File: config.mk
export PLATFORM = sky130hd
export DESIGN_NAME = decode_output_queue
export DESIGN_NICKNAME = d
export VERILOG_FILES = /design/src/rtl/decode_output_queue.sv
export SDC_FILE = /design/constraint.sdc
export NUM_CORES = 1
export LEC_CHECK = 0
export BUFFER_PORTS_ARGS = -buffer_cell sky130_fd_sc_hd__buf_2
export CELL_PAD_IN_SITES_DETAIL_PLACEMENT = 1
export CELL_PAD_IN_SITES_GLOBAL_PLACEMENT = 2
export CORE_MARGIN = 8
export CORE_UTILIZATION = 45
export CTS_CLUSTER_DIAMETER = 100
export DETAILED_ROUTE_END_ITERATION = 8
export PLACE_DENSITY_LB_ADDON = 0.2
export SETUP_SLACK_MARGIN = 0.02
export SYNTH_ARGS = -nofsm -noshare
export SYNTH_HDL_FRONTEND = slang
export SYNTH_SLANG_ARGS = --single-unit
File: constraint.sdc
create_clock -name clock_i -period 11.1 [get_ports clock_i]
set_clock_uncertainty 0.1 [all_clocks]
set_input_delay 2.22 -clock clock_i [delete_from_list [all_inputs] [get_ports clock_i]]
set_output_delay 2.22 -clock clock_i [all_outputs]
set_load 0.02 [all_outputs]
File: src/rtl/decode_output_queue.sv
// Circular FIFO between the format decoders and dispatch, with early stall and a sticky overflow flag.
// Optional same-cycle bypass of an empty queue is enabled by defining DECODE_QUEUE_BYPASS_EN.
module decode_output_queue #(
    parameter int PayloadWidth = 227,
    parameter int Depth        = 4,
    parameter int CountWidth   = 3
) (
    input  logic                    clock_i,
    input  logic                    reset_i,
    input  logic                    flush_i,
    input  logic                    enable_i,
    input  logic [PayloadWidth-1:0] payload_i,
    output logic                    stall_o,
    output logic                    valid_o,
    output logic [PayloadWidth-1:0] payload_o,
    input  logic                    ready_i,
    output logic [CountWidth-1:0]   count_o,
    output logic                    overflow_o
);

    localparam int PtrWidth = $clog2(Depth);

    logic [PayloadWidth-1:0] storage [Depth];
    logic [PtrWidth-1:0]     rdPtr;
    logic [PtrWidth-1:0]     wrPtr;
    logic [CountWidth-1:0]   count;
    logic                    overflow;
    logic                    isEmpty;
    logic                    isFull;
    logic                    doRead;
    logic                    doWrite;
    logic                    dropWrite;
    logic                    bypass;

    always_comb begin
        isEmpty = (count == '0);
        isFull  = (count == CountWidth'(Depth));
        doRead  = !isEmpty && ready_i;
`ifdef DECODE_QUEUE_BYPASS_EN
        bypass  = isEmpty && enable_i && ready_i;
`else
        bypass  = 1'b0;
`endif
        // A full queue still accepts a write when the head leaves on the same edge.
        doWrite   = enable_i && !bypass && (!isFull || doRead);
        dropWrite = enable_i && !bypass && !doWrite;
    end

    always_comb begin
`ifdef DECODE_QUEUE_BYPASS_EN
        valid_o   = !isEmpty || bypass;
        payload_o = bypass ? payload_i : storage[rdPtr];
`else
        valid_o   = !isEmpty;
        payload_o = storage[rdPtr];
`endif
        // One slot stays free for the instruction already inside the one-cycle decoder.
        stall_o    = (count >= CountWidth'(Depth - 1));
        count_o    = count;
        overflow_o = overflow;
    end

    always_ff @(posedge clock_i) begin
        if (!reset_i) begin
            rdPtr    <= '0;
            wrPtr    <= '0;
            count    <= '0;
            overflow <= 1'b0;
        end else if (flush_i) begin
            rdPtr <= '0;
            wrPtr <= '0;
            count <= '0;
        end else begin
            if (doRead) begin
                rdPtr <= rdPtr + 1'b1;
            end
            if (doWrite) begin
                wrPtr <= wrPtr + 1'b1;
            end
            if (doWrite && !doRead) begin
                count <= count + 1'b1;
            end else if (doRead && !doWrite) begin
                count <= count - 1'b1;
            end
            if (dropWrite) begin
                overflow <= 1'b1;
            end
        end
    end

    // Entry storage carries no reset; only pointers and flags define what is valid.
    always_ff @(posedge clock_i) begin
        if (reset_i && !flush_i && doWrite) begin
            storage[wrPtr] <= payload_i;
        end
    end

endmodule

After elaboration in Yosys (flattened, before gate mapping)
Memory sizes are Yosys's and may differ from the RTL's. A register that Yosys moved wholly into a read port is not among the register bits.
Index checks and enable logic that the tools add are counted.
{"block": "word_totals", "register_bits": 8, "word_cells": 36, "memories": 1, "mem_bits_rw": 908, "inputBits": 232}
{"memory": "storage", "depth": 4, "width": 227, "rd": 1, "rd_clocked_by_memory_dff": 1, "write_ports": 1, "line_no": "23", "rtl": "logic [PayloadWidth-1:0] storage [Depth];"}
{"block": "op_classes", "mux": 6, "n_eq_ne": 1, "reduce_logical": 17, "addsub": 4, "bitwise": 2, "magnitude_cmp": 1}
{"operator": "1-bit logical AND", "n": 7}
{"operator": "3-bit two-way mux", "n": 2}
{"operator": "1-bit zero test", "n": 5}
{"operator": "2-bit by 1-bit adder with 2-bit output (second input constant)", "n": 2}
{"operator": "2-bit two-way mux", "n": 2}
{"operator": "3-bit by 1-bit adder with 3-bit output (second input constant)", "n": 1}
{"operator": "3-bit == test (second input constant)", "n": 1}
{"operator": "3-bit by 2-bit greater-or-equal comparator with 1-bit output (second input constant)", "n": 1}
{"operator": "3-bit zero test", "n": 1}
{"operator": "3-bit by 1-bit subtractor with 3-bit output (second input constant)", "n": 1}
{"operator": "1-bit two-way mux", "n": 2}
{"operator": "1-bit inverter", "n": 2}
{"operator": "2-bit AND reduction", "n": 1}
{"operator": "2-bit nonzero test", "n": 1}
{"operator": "2-bit OR reduction", "n": 1}
{"operator": "1-bit logical OR", "n": 1}

Longest topological paths before layout
Gate-level depths: netlist (run 1).
{"block": "logic_depth", "word_depth": 9, "depth_mapped": 9, "depth_no_buf": 8}

Least setup slack after synthesis (run 1)
Ideal clock, no wire load.
{"block": "synth_path", "kind": "in2reg", "start": "input port ready_i", "end": "memory storage[0][0] (enable)", "stages": 4, "t_arrival_ns": 7.858, "setup_ns": 0.618, "slack_ns": 2.524, "path_cell_list": "nor4b_2 > nor2b_1 > clkbuf_1 > and3_1"}
{"block": "synth_via", "elab_chain_cells": 6}
{"element": "start, declared", "line_no": "16", "rtl": "input logic ready_i,"}
{"element": "1-bit logical AND", "line_no": "38", "rtl": "doRead = !isEmpty && ready_i;"}
{"element": "1-bit logical OR", "line_no": "45", "rtl": "doWrite = enable_i && !bypass && (!isFull || doRead);"}
{"element": "1-bit logical AND", "line_no": "45"}
{"element": "via doWrite", "line_no": "31", "rtl": "logic doWrite;"}
{"element": "1-bit logical AND", "line_no": "93", "rtl": "if (reset_i && !flush_i && doWrite) begin"}
{"element": "1-bit two-way mux", "line_no": "93"}
{"element": "1-bit two-way mux (implied by the code)", "line_no": "94", "rtl": "storage[wrPtr] <= payload_i;"}
{"element": "end, declared", "line_no": "23"}
The timed path passes the listed nets, and every way through them passes these cells.

==> run summary, run 1 <==
====================================================================================
Fraction of final layout cells with drive strength greater than 1 .....        0.457
Internal portion of total power .......................................      5.81 mW
CTS tree ..............................................................          yes
Power density over the cells ..........................................  184 nW/um^2
Pre-Repair DR Iteration Count .........................................            4
Total count of max-transition violations in the final report ..........            0
Maximum number of pins on one net before global-route repair ..........          120
Static leakage power ..................................................      13.0 nW
Dpl hpwl ..............................................................    44,400 um
CTS root buf .......................................................... sky130_fd_sc_hd__clkbuf_16
Hold bufs inserted after CTS ..........................................            0
Tot Pwr ...............................................................      7.30 mW
Count of final setup violators ........................................            0
Worst hold path depth .................................................            2
Full die area ......................................................... 82,700 sq um
Number of hold violations in the final report .........................            0
Iteration-0 DRC count of the detailed router ..........................          843
Startpoint of the worst register-to-register path ..................... count_o[0]$_SDFFE_PP0P_
Register bit total from synthesis .....................................          918
Clock share of power ..................................................        0.423
ANT nets after route ..................................................            0
Average wire per standard cell ........................................      26.3 um
Average footprint of a synthesized cell ...............................   26.8 sq um
Highest fanout seen on the critical path ..............................           93
Antenna violations before repair ......................................           27
Critical path start-end classification ................................   reg -> out
Top_reg_cell synth .................................................... sky130_fd_sc_hd__edfxtp_1
Global-route wire length before repair ................................   107,000 um
EDFF count, synth .....................................................          908
Share of flip-flops with an asynchronous set or reset after synthesis .            0
Area of the core region ............................................... 73,000 sq um
Max rail drop VDD .....................................................     0.153 mV
GRT Resource Usage Total ..............................................        0.174
Post-CTS Repair Setup Buffers .........................................            0
Buffers and inverters on the worst path ...............................            2
Number of port buffers ................................................          464
Deepest clock path buffer count .......................................            3
I/O pin total .........................................................          465
Gr ovfl total .........................................................            0
Critical path's slowest cell .......................................... sky130_fd_sc_hd__dfxtp_4
RD Place Congestion ...................................................        0.740
Number of buffers created by CTS ......................................           96
Kind of cell with the highest combined delay on the critical path .....   flip-flops
Slew at the pin with the worst max-slew slack .........................      1.09 ns
Fin nets ..............................................................        1,999
Num rows ..............................................................           99
Critical Path Max Stage Delay .........................................      1.02 ns
Data arrival time of the worst path ...................................      3.28 ns
Post-Place Worst Slack ................................................      5.88 ns
Worst path cell trace ................................................. buf_12 > mux4_2 > buf_2
Nature of the critical path endpoint ..................................  output port
Net Switching .........................................................      1.49 mW
Fraction of power spent switching nets ................................        0.204
Sequential power share ................................................        0.530
Fin Setup TNS .........................................................         0 ns
Area added between synthesis and finish ...............................        19.7%
Clk pin slew, worst setup/hold paths ..................................      0.06 ns
Max-slew headroom .....................................................        0.272
Commonest non-fill, non-tap cell in the layout ........................ sky130_fd_sc_hd__edfxtp_1
Vias per Instance .....................................................         5.34
Worst hold path startpoint ............................................ overflow_o$_SDFFE_PN0P_
Synth warn ............................................................            0
Skew-Pair Late Insertion Delay ........................................      0.63 ns
Net count after synthesis .............................................        1,476
Time the final worst path needs with I/O delays and setup .............      5.60 ns
Die span in y .........................................................       288 um
Via count of the first global-routing pass ............................       16,445
Level count of the clock H-tree .......................................            3
Starting utilization of the core area .................................        0.455
Library cells used by synthesis .......................................           26
Detailed-route wire length ............................................    73,900 um
Maximum capacitance violations ........................................            0
Data required time at the worst endpoint ..............................      8.78 ns
DIE WIDTH .............................................................       288 um
Worst hold path type ..................................................   reg -> reg
Worst Setup Slack, final ..............................................      5.50 ns
Area of the mapped netlist ............................................ 33,200 sq um
Total DRC errors in the routed layout .................................            0
Worst reg2reg path depth ..............................................            4
Register-to-register setup slack ......................................      7.58 ns
Result of the run ..................................................... complete, no violations
Part of the cycle the worst path needs ................................        0.505
Startpoint type of the worst setup path ...............................    flip-flop
Achievable Freq .......................................................      179 MHz
Endpoint of the worst hold-timing path ................................ overflow_o$_SDFFE_PN0P_
Number of fill cells ..................................................        6,318
Part of the total power dissipated in combinational logic .............        0.048
DR vias ...............................................................       15,010
PostCTS Resize Cnt ....................................................            0
Synthesized netlist cell count ........................................        1,238
TritonCTS sink count ..................................................          918
Commonest cells after routing, fill and taps aside .................... sky130_fd_sc_hd__edfxtp_1 (908), sky130_fd_sc_hd__buf_2 (464), sky130_fd_sc_hd__mux4_2 (227), sky130_fd_sc_hd__clkbuf_16 (98), sky130_fd_sc_hd__clkbuf_1 (32)
Reg-to-reg critical path endpoint ..................................... storage[2][16]$_DFFE_PP_
Setup repair after global routing missed its margin ...................           no
Share of synthesized area occupied by flip-flops and latches ..........        0.828
====================================================================================
[final cells by class]
| cell class | count | area, sq um | area share |
|---|---|---|---|
| clock inverters | 44 | 448 | 0.0113 |
| inverters | 4 | 15.0 | 0.000378 |
| repair buffers | 476 | 2500 | 0.0629 |
| well taps | 959 | 1200 | 0.0302 |
| multi-input cells | 265 | 5430 | 0.137 |
| diodes | 12 | 30.0 | 0.000756 |
| clock buffers | 134 | 2630 | 0.0661 |
| flip-flops and latches | 918 | 27500 | 0.692 |
[power groups by stage]
stage / clock network [mW] / registers [mW] / logic (mW)
floorplan: 0 / 3.94 / 0.195
global placement: 0 / 3.94 / 0.346
detailed placement: 0 / 3.94 / 0.355
CTS: 3.18 / 3.87 / 0.357
global route: 3.29 / 3.87 / 0.374
finish: 3.09 / 3.87 / 0.347
[logic make-up after synthesis]
| family | after synthesis | synth area share |
|---|---|---|
| AOI/OAI and AO/OA | 7 | 0.00143 |
| muxes | 229 | 0.155 |
| adders and majority gates | 6 | 0.00249 |
| DFF | 918 | 0.828 |
| xor gates and xnor gates | 4 | 0.00106 |
| and+or+nand+nor | 19 | 0.00332 |
| buffers and inverters | 55 | 0.00916 |
[cells in the mapped netlist, drive strengths merged (2+ instances only)]
| master | n | area (sq um) |
|---|---|---|
| nand2 | 3 | 11.3 |
| nor2b | 3 | 18.8 |
| mux2i | 2 | 20.0 |
| edfxtp | 908 | 27300 |
| ha | 5 | 62.6 |
| mux4 | 227 | 5110 |
| xor2 | 4 | 35.0 |
| inv | 4 | 15.0 |
| and3 | 4 | 25.0 |
| nor2 | 5 | 18.8 |
| buf | 48 | 278 |
| clkbuf | 3 | 11.3 |
| or3 | 2 | 12.5 |
| dfxtp | 10 | 200 |
| o31ai | 2 | 15.0 |
[per-layer routing]
metal / track usage / up-vias / routed length [um]
li1: - / 6461 / -
met2: 0.293 / 433 / 37800
met1: 0.214 / 7951 / 28500
met3: 0.0590 / 131 / 5870
met4: 0.0492 / 34 / 1460
met5: 0 / - / 208
[registers in the layout, indices dropped and copies added, names as in the netlist, named ones only]
signal	count
rdPtr	2
storage	908
overflow_o	1
count_o	3
wrPtr	2
[worst reg2reg max path, delay by kind of cell (launching register included)]
kind / cells / cell delay, ns
buf+inv: 1 / 0.49
simple gates: 3 / 1.57
flops: 1 / 0.57
[worst max path at each step]
stage	slack [ns]	cells past startpoint	startpoint	to
floorplan	2.52	4	ready_i	storage[0][0]$_DFFE_PP_
global placement	5.89	5	ready_i	storage[2][35]$_DFFE_PP_
detailed placement	5.88	5	ready_i	storage[2][35]$_DFFE_PP_
CTS	5.32	3	flip-flop	payload_o[142]
global route	5.19	3	flip-flop	payload_o[142]
finish	5.50	3	flip-flop	payload_o[136]
[per-stage QoR]
| stage | hold slack (ns) | cells | util | instance area [sq um] |
|---|---|---|---|---|
| floorplan | 0.369 | 1238 | - | 33200 |
| detailed placement | 0.383 | 2622 | 0.502 | 36600 |
| finish | 0.405 | 2812 | 0.544 | 39700 |
| CTS | 0.405 | 2800 | 0.544 | 39700 |
| global placement | 0.397 | 2622 | 0.502 | 36600 |
| global route | 0.455 | 2804 | 0.544 | 39700 |
Note: power is estimated with default switching activity, not from simulation.
==> run 2: changes to the inputs <==
==> constraint.sdc (replaced) <==
create_clock -name clock_i -period 5.2 [get_ports clock_i]
set_clock_uncertainty 0.1 [all_clocks]
set_input_delay 1.04 -clock clock_i [delete_from_list [all_inputs] [get_ports clock_i]]
set_output_delay 1.04 -clock clock_i [all_outputs]
set_load 0.02 [all_outputs]
==> run 2 against run 1 <==
Effect of this change:
- clock-buffer cell count is 14 lower
- cell area is 1.0% higher
- combinational power is 120% higher
- first-iteration DRC count is 27% higher
- sequential share of layout area is 0.68 points lower
- critical path depth stayed put
- flip-flop and latch count stayed put
- critical endpoint is now payload_o[159]
- largest cell class unchanged
==> run summary, run 2 (synthesis gave the netlist of run 1 again) <==
================================================================================
Result of the run ................................................. complete, no violations
Count of final setup violators ....................................            0
Maximum number of pins on one net before global-route repair ......           56
Clock share of power ..............................................        0.420
Maximum capacitance violations ....................................            0
Part of the total power dissipated in combinational logic .........        0.049
Fin Setup TNS .....................................................         0 ns
Final core utilization ............................................        0.550
Internal portion of total power ...................................      12.3 mW
I/O pin total .....................................................          465
Antenna violations before repair ..................................           25
Hold bufs inserted after CTS ......................................            0
Iteration-0 DRC count of the detailed router ......................        1,071
Dpl hpwl ..........................................................    49,200 um
Fin nets ..........................................................        2,034
Die span in y .....................................................       288 um
Part of the cycle the worst path needs ............................        0.744
Fraction of final layout cells with drive strength greater than 1 .        0.467
Slew at the pin with the worst max-slew slack .....................     0.878 ns
Num rows ..........................................................           99
Setup repair after global routing missed its margin ...............           no
Full die area ..................................................... 82,700 sq um
Clk pin slew, worst setup/hold paths ..............................      0.06 ns
Data arrival time of the worst path ...............................      2.73 ns
Global-route wire length before repair ............................   112,000 um
Starting utilization of the core area .............................        0.455
Commonest cells after routing, fill and taps aside ................ sky130_fd_sc_hd__edfxtp_1 (908), sky130_fd_sc_hd__buf_2 (464), sky130_fd_sc_hd__mux4_2 (227), sky130_fd_sc_hd__clkbuf_16 (96), sky130_fd_sc_hd__buf_4 (27)
Worst hold path type ..............................................   reg -> reg
Vias per Instance .................................................         5.35
Data required time at the worst endpoint ..........................      4.06 ns
Number of fill cells ..............................................        6,300
Max-slew headroom .................................................        0.415
Number of hold violations in the final report .....................            0
Number of port buffers ............................................          464
DR vias ...........................................................       15,214
GRT Resource Usage Total ..........................................        0.181
Skew-Pair Late Insertion Delay ....................................      0.62 ns
Max rail drop VDD .................................................     0.278 mV
TritonCTS sink count ..............................................          918
Total count of max-transition violations in the final report ......            0
DIE WIDTH .........................................................       288 um
Worst hold path startpoint ........................................ wrPtr[0]$_SDFFE_PP0P_
Max FFs per register ..............................................          908
Fraction of power spent switching nets ............................        0.207
Metal-1 WL ........................................................    29,600 um
Detailed-route wire length ........................................    75,800 um
Static leakage power ..............................................      13.2 nW
Sequential power share ............................................        0.531
Total DRC errors in the routed layout .............................            0
Register with the most flip-flops .................................      storage
ANT nets after route ..............................................            0
CTS tree ..........................................................          yes
Area added between synthesis and finish ...........................        20.9%
Nature of the critical path endpoint ..............................  output port
Number of buffers created by CTS ..................................           94
Power density over the cells ......................................  388 nW/um^2
Startpoint of the worst register-to-register path ................. count_o[0]$_SDFFE_PP0P_
Average wire per standard cell ....................................      26.6 um
Area of the core region ........................................... 73,000 sq um
Commonest non-fill, non-tap cell in the layout .................... sky130_fd_sc_hd__edfxtp_1
Gr ovfl total .....................................................            0
Deepest clock path buffer count ...................................            3
Net Switching .....................................................      3.22 mW
Time the final worst path needs with I/O delays and setup .........      3.87 ns
CTS root buf ...................................................... sky130_fd_sc_hd__clkbuf_16
Via count of the first global-routing pass ........................       16,813
Total met3 wirelength after detailed routing ......................      5250 um
Wire length on met2 ...............................................    38,700 um
Topmost layer with routed signal wires ............................         met5
Achievable Freq ...................................................      258 MHz
RD Place Congestion ...............................................        0.749
Pre-Repair DR Iteration Count .....................................            4
Critical path start-end classification ............................   reg -> out
Post-CTS Repair Setup Buffers .....................................            0
PostCTS Resize Cnt ................................................            0
Startpoint type of the worst setup path ...........................    flip-flop
Level count of the clock H-tree ...................................            3
Highest fanout seen on the critical path ..........................           33
================================================================================
run 2: area by class of cell:
class | count | area (sq um) | area share
diodes | 17 | 42.5 | 0.00106
clock inverters | 48 | 500 | 0.0125
flip-flops and latches | 918 | 27500 | 0.685
clock buffers | 120 | 2490 | 0.0621
well taps | 959 | 1200 | 0.0299
multi-input cells | 265 | 5430 | 0.135
inverters | 4 | 15.0 | 0.000374
repair buffers | 513 | 2970 | 0.0739
run 2: stage by stage:
stage               instances  hold slack (ns)  total power, mW  instance area (sq um)  setup slack, ns
CTS                      2827            0.415             15.8                  40100             1.18
finish                   2844            0.408             15.6                  40100             1.33
global placement         2659            0.389             9.17                  37100             1.80
floorplan                1238            0.369             8.83                  33200            0.443
global route             2836            0.458             16.0                  40100             1.10
detailed placement       2659            0.395             9.20                  37100             1.73
run 2: worst max-delay path: stages (launching register included):
cell	delay (ns)
sky130_fd_sc_hd__dfxtp_4	0.82
sky130_fd_sc_hd__buf_4	0.49
sky130_fd_sc_hd__mux4_2	0.58
sky130_fd_sc_hd__buf_2	0.18
run 2: power groups by stage:
stage	sequential (mW)	clock, mW	combinational (mW)
global placement	8.40	0	0.765
detailed placement	8.41	0	0.785
finish	8.25	6.53	0.767
floorplan	8.41	0	0.417
CTS	8.26	6.71	0.788
global route	8.26	6.96	0.825
run 2: final timing paths:
| kind | to | slack [ns] | cells after the start |
|---|---|---|---|
| setup / recovery | payload_o[159] | 1.33 | 3 |
| hold reg to reg | wrPtr[0]$_SDFFE_PP0P_ | 0.41 | 2 |
| setup reg to reg | storage[2][165]$_DFFE_PP_ | 2.56 | 5 |
| hold / removal | wrPtr[0]$_SDFFE_PP0P_ | 0.41 | 2 |
run 2: layer usage:
layer,global-route usage,vias up
met1,0.226,8103
li1,-,6541
met5,0,-
met4,0.0592,14
met3,0.0525,115
met2,0.304,441
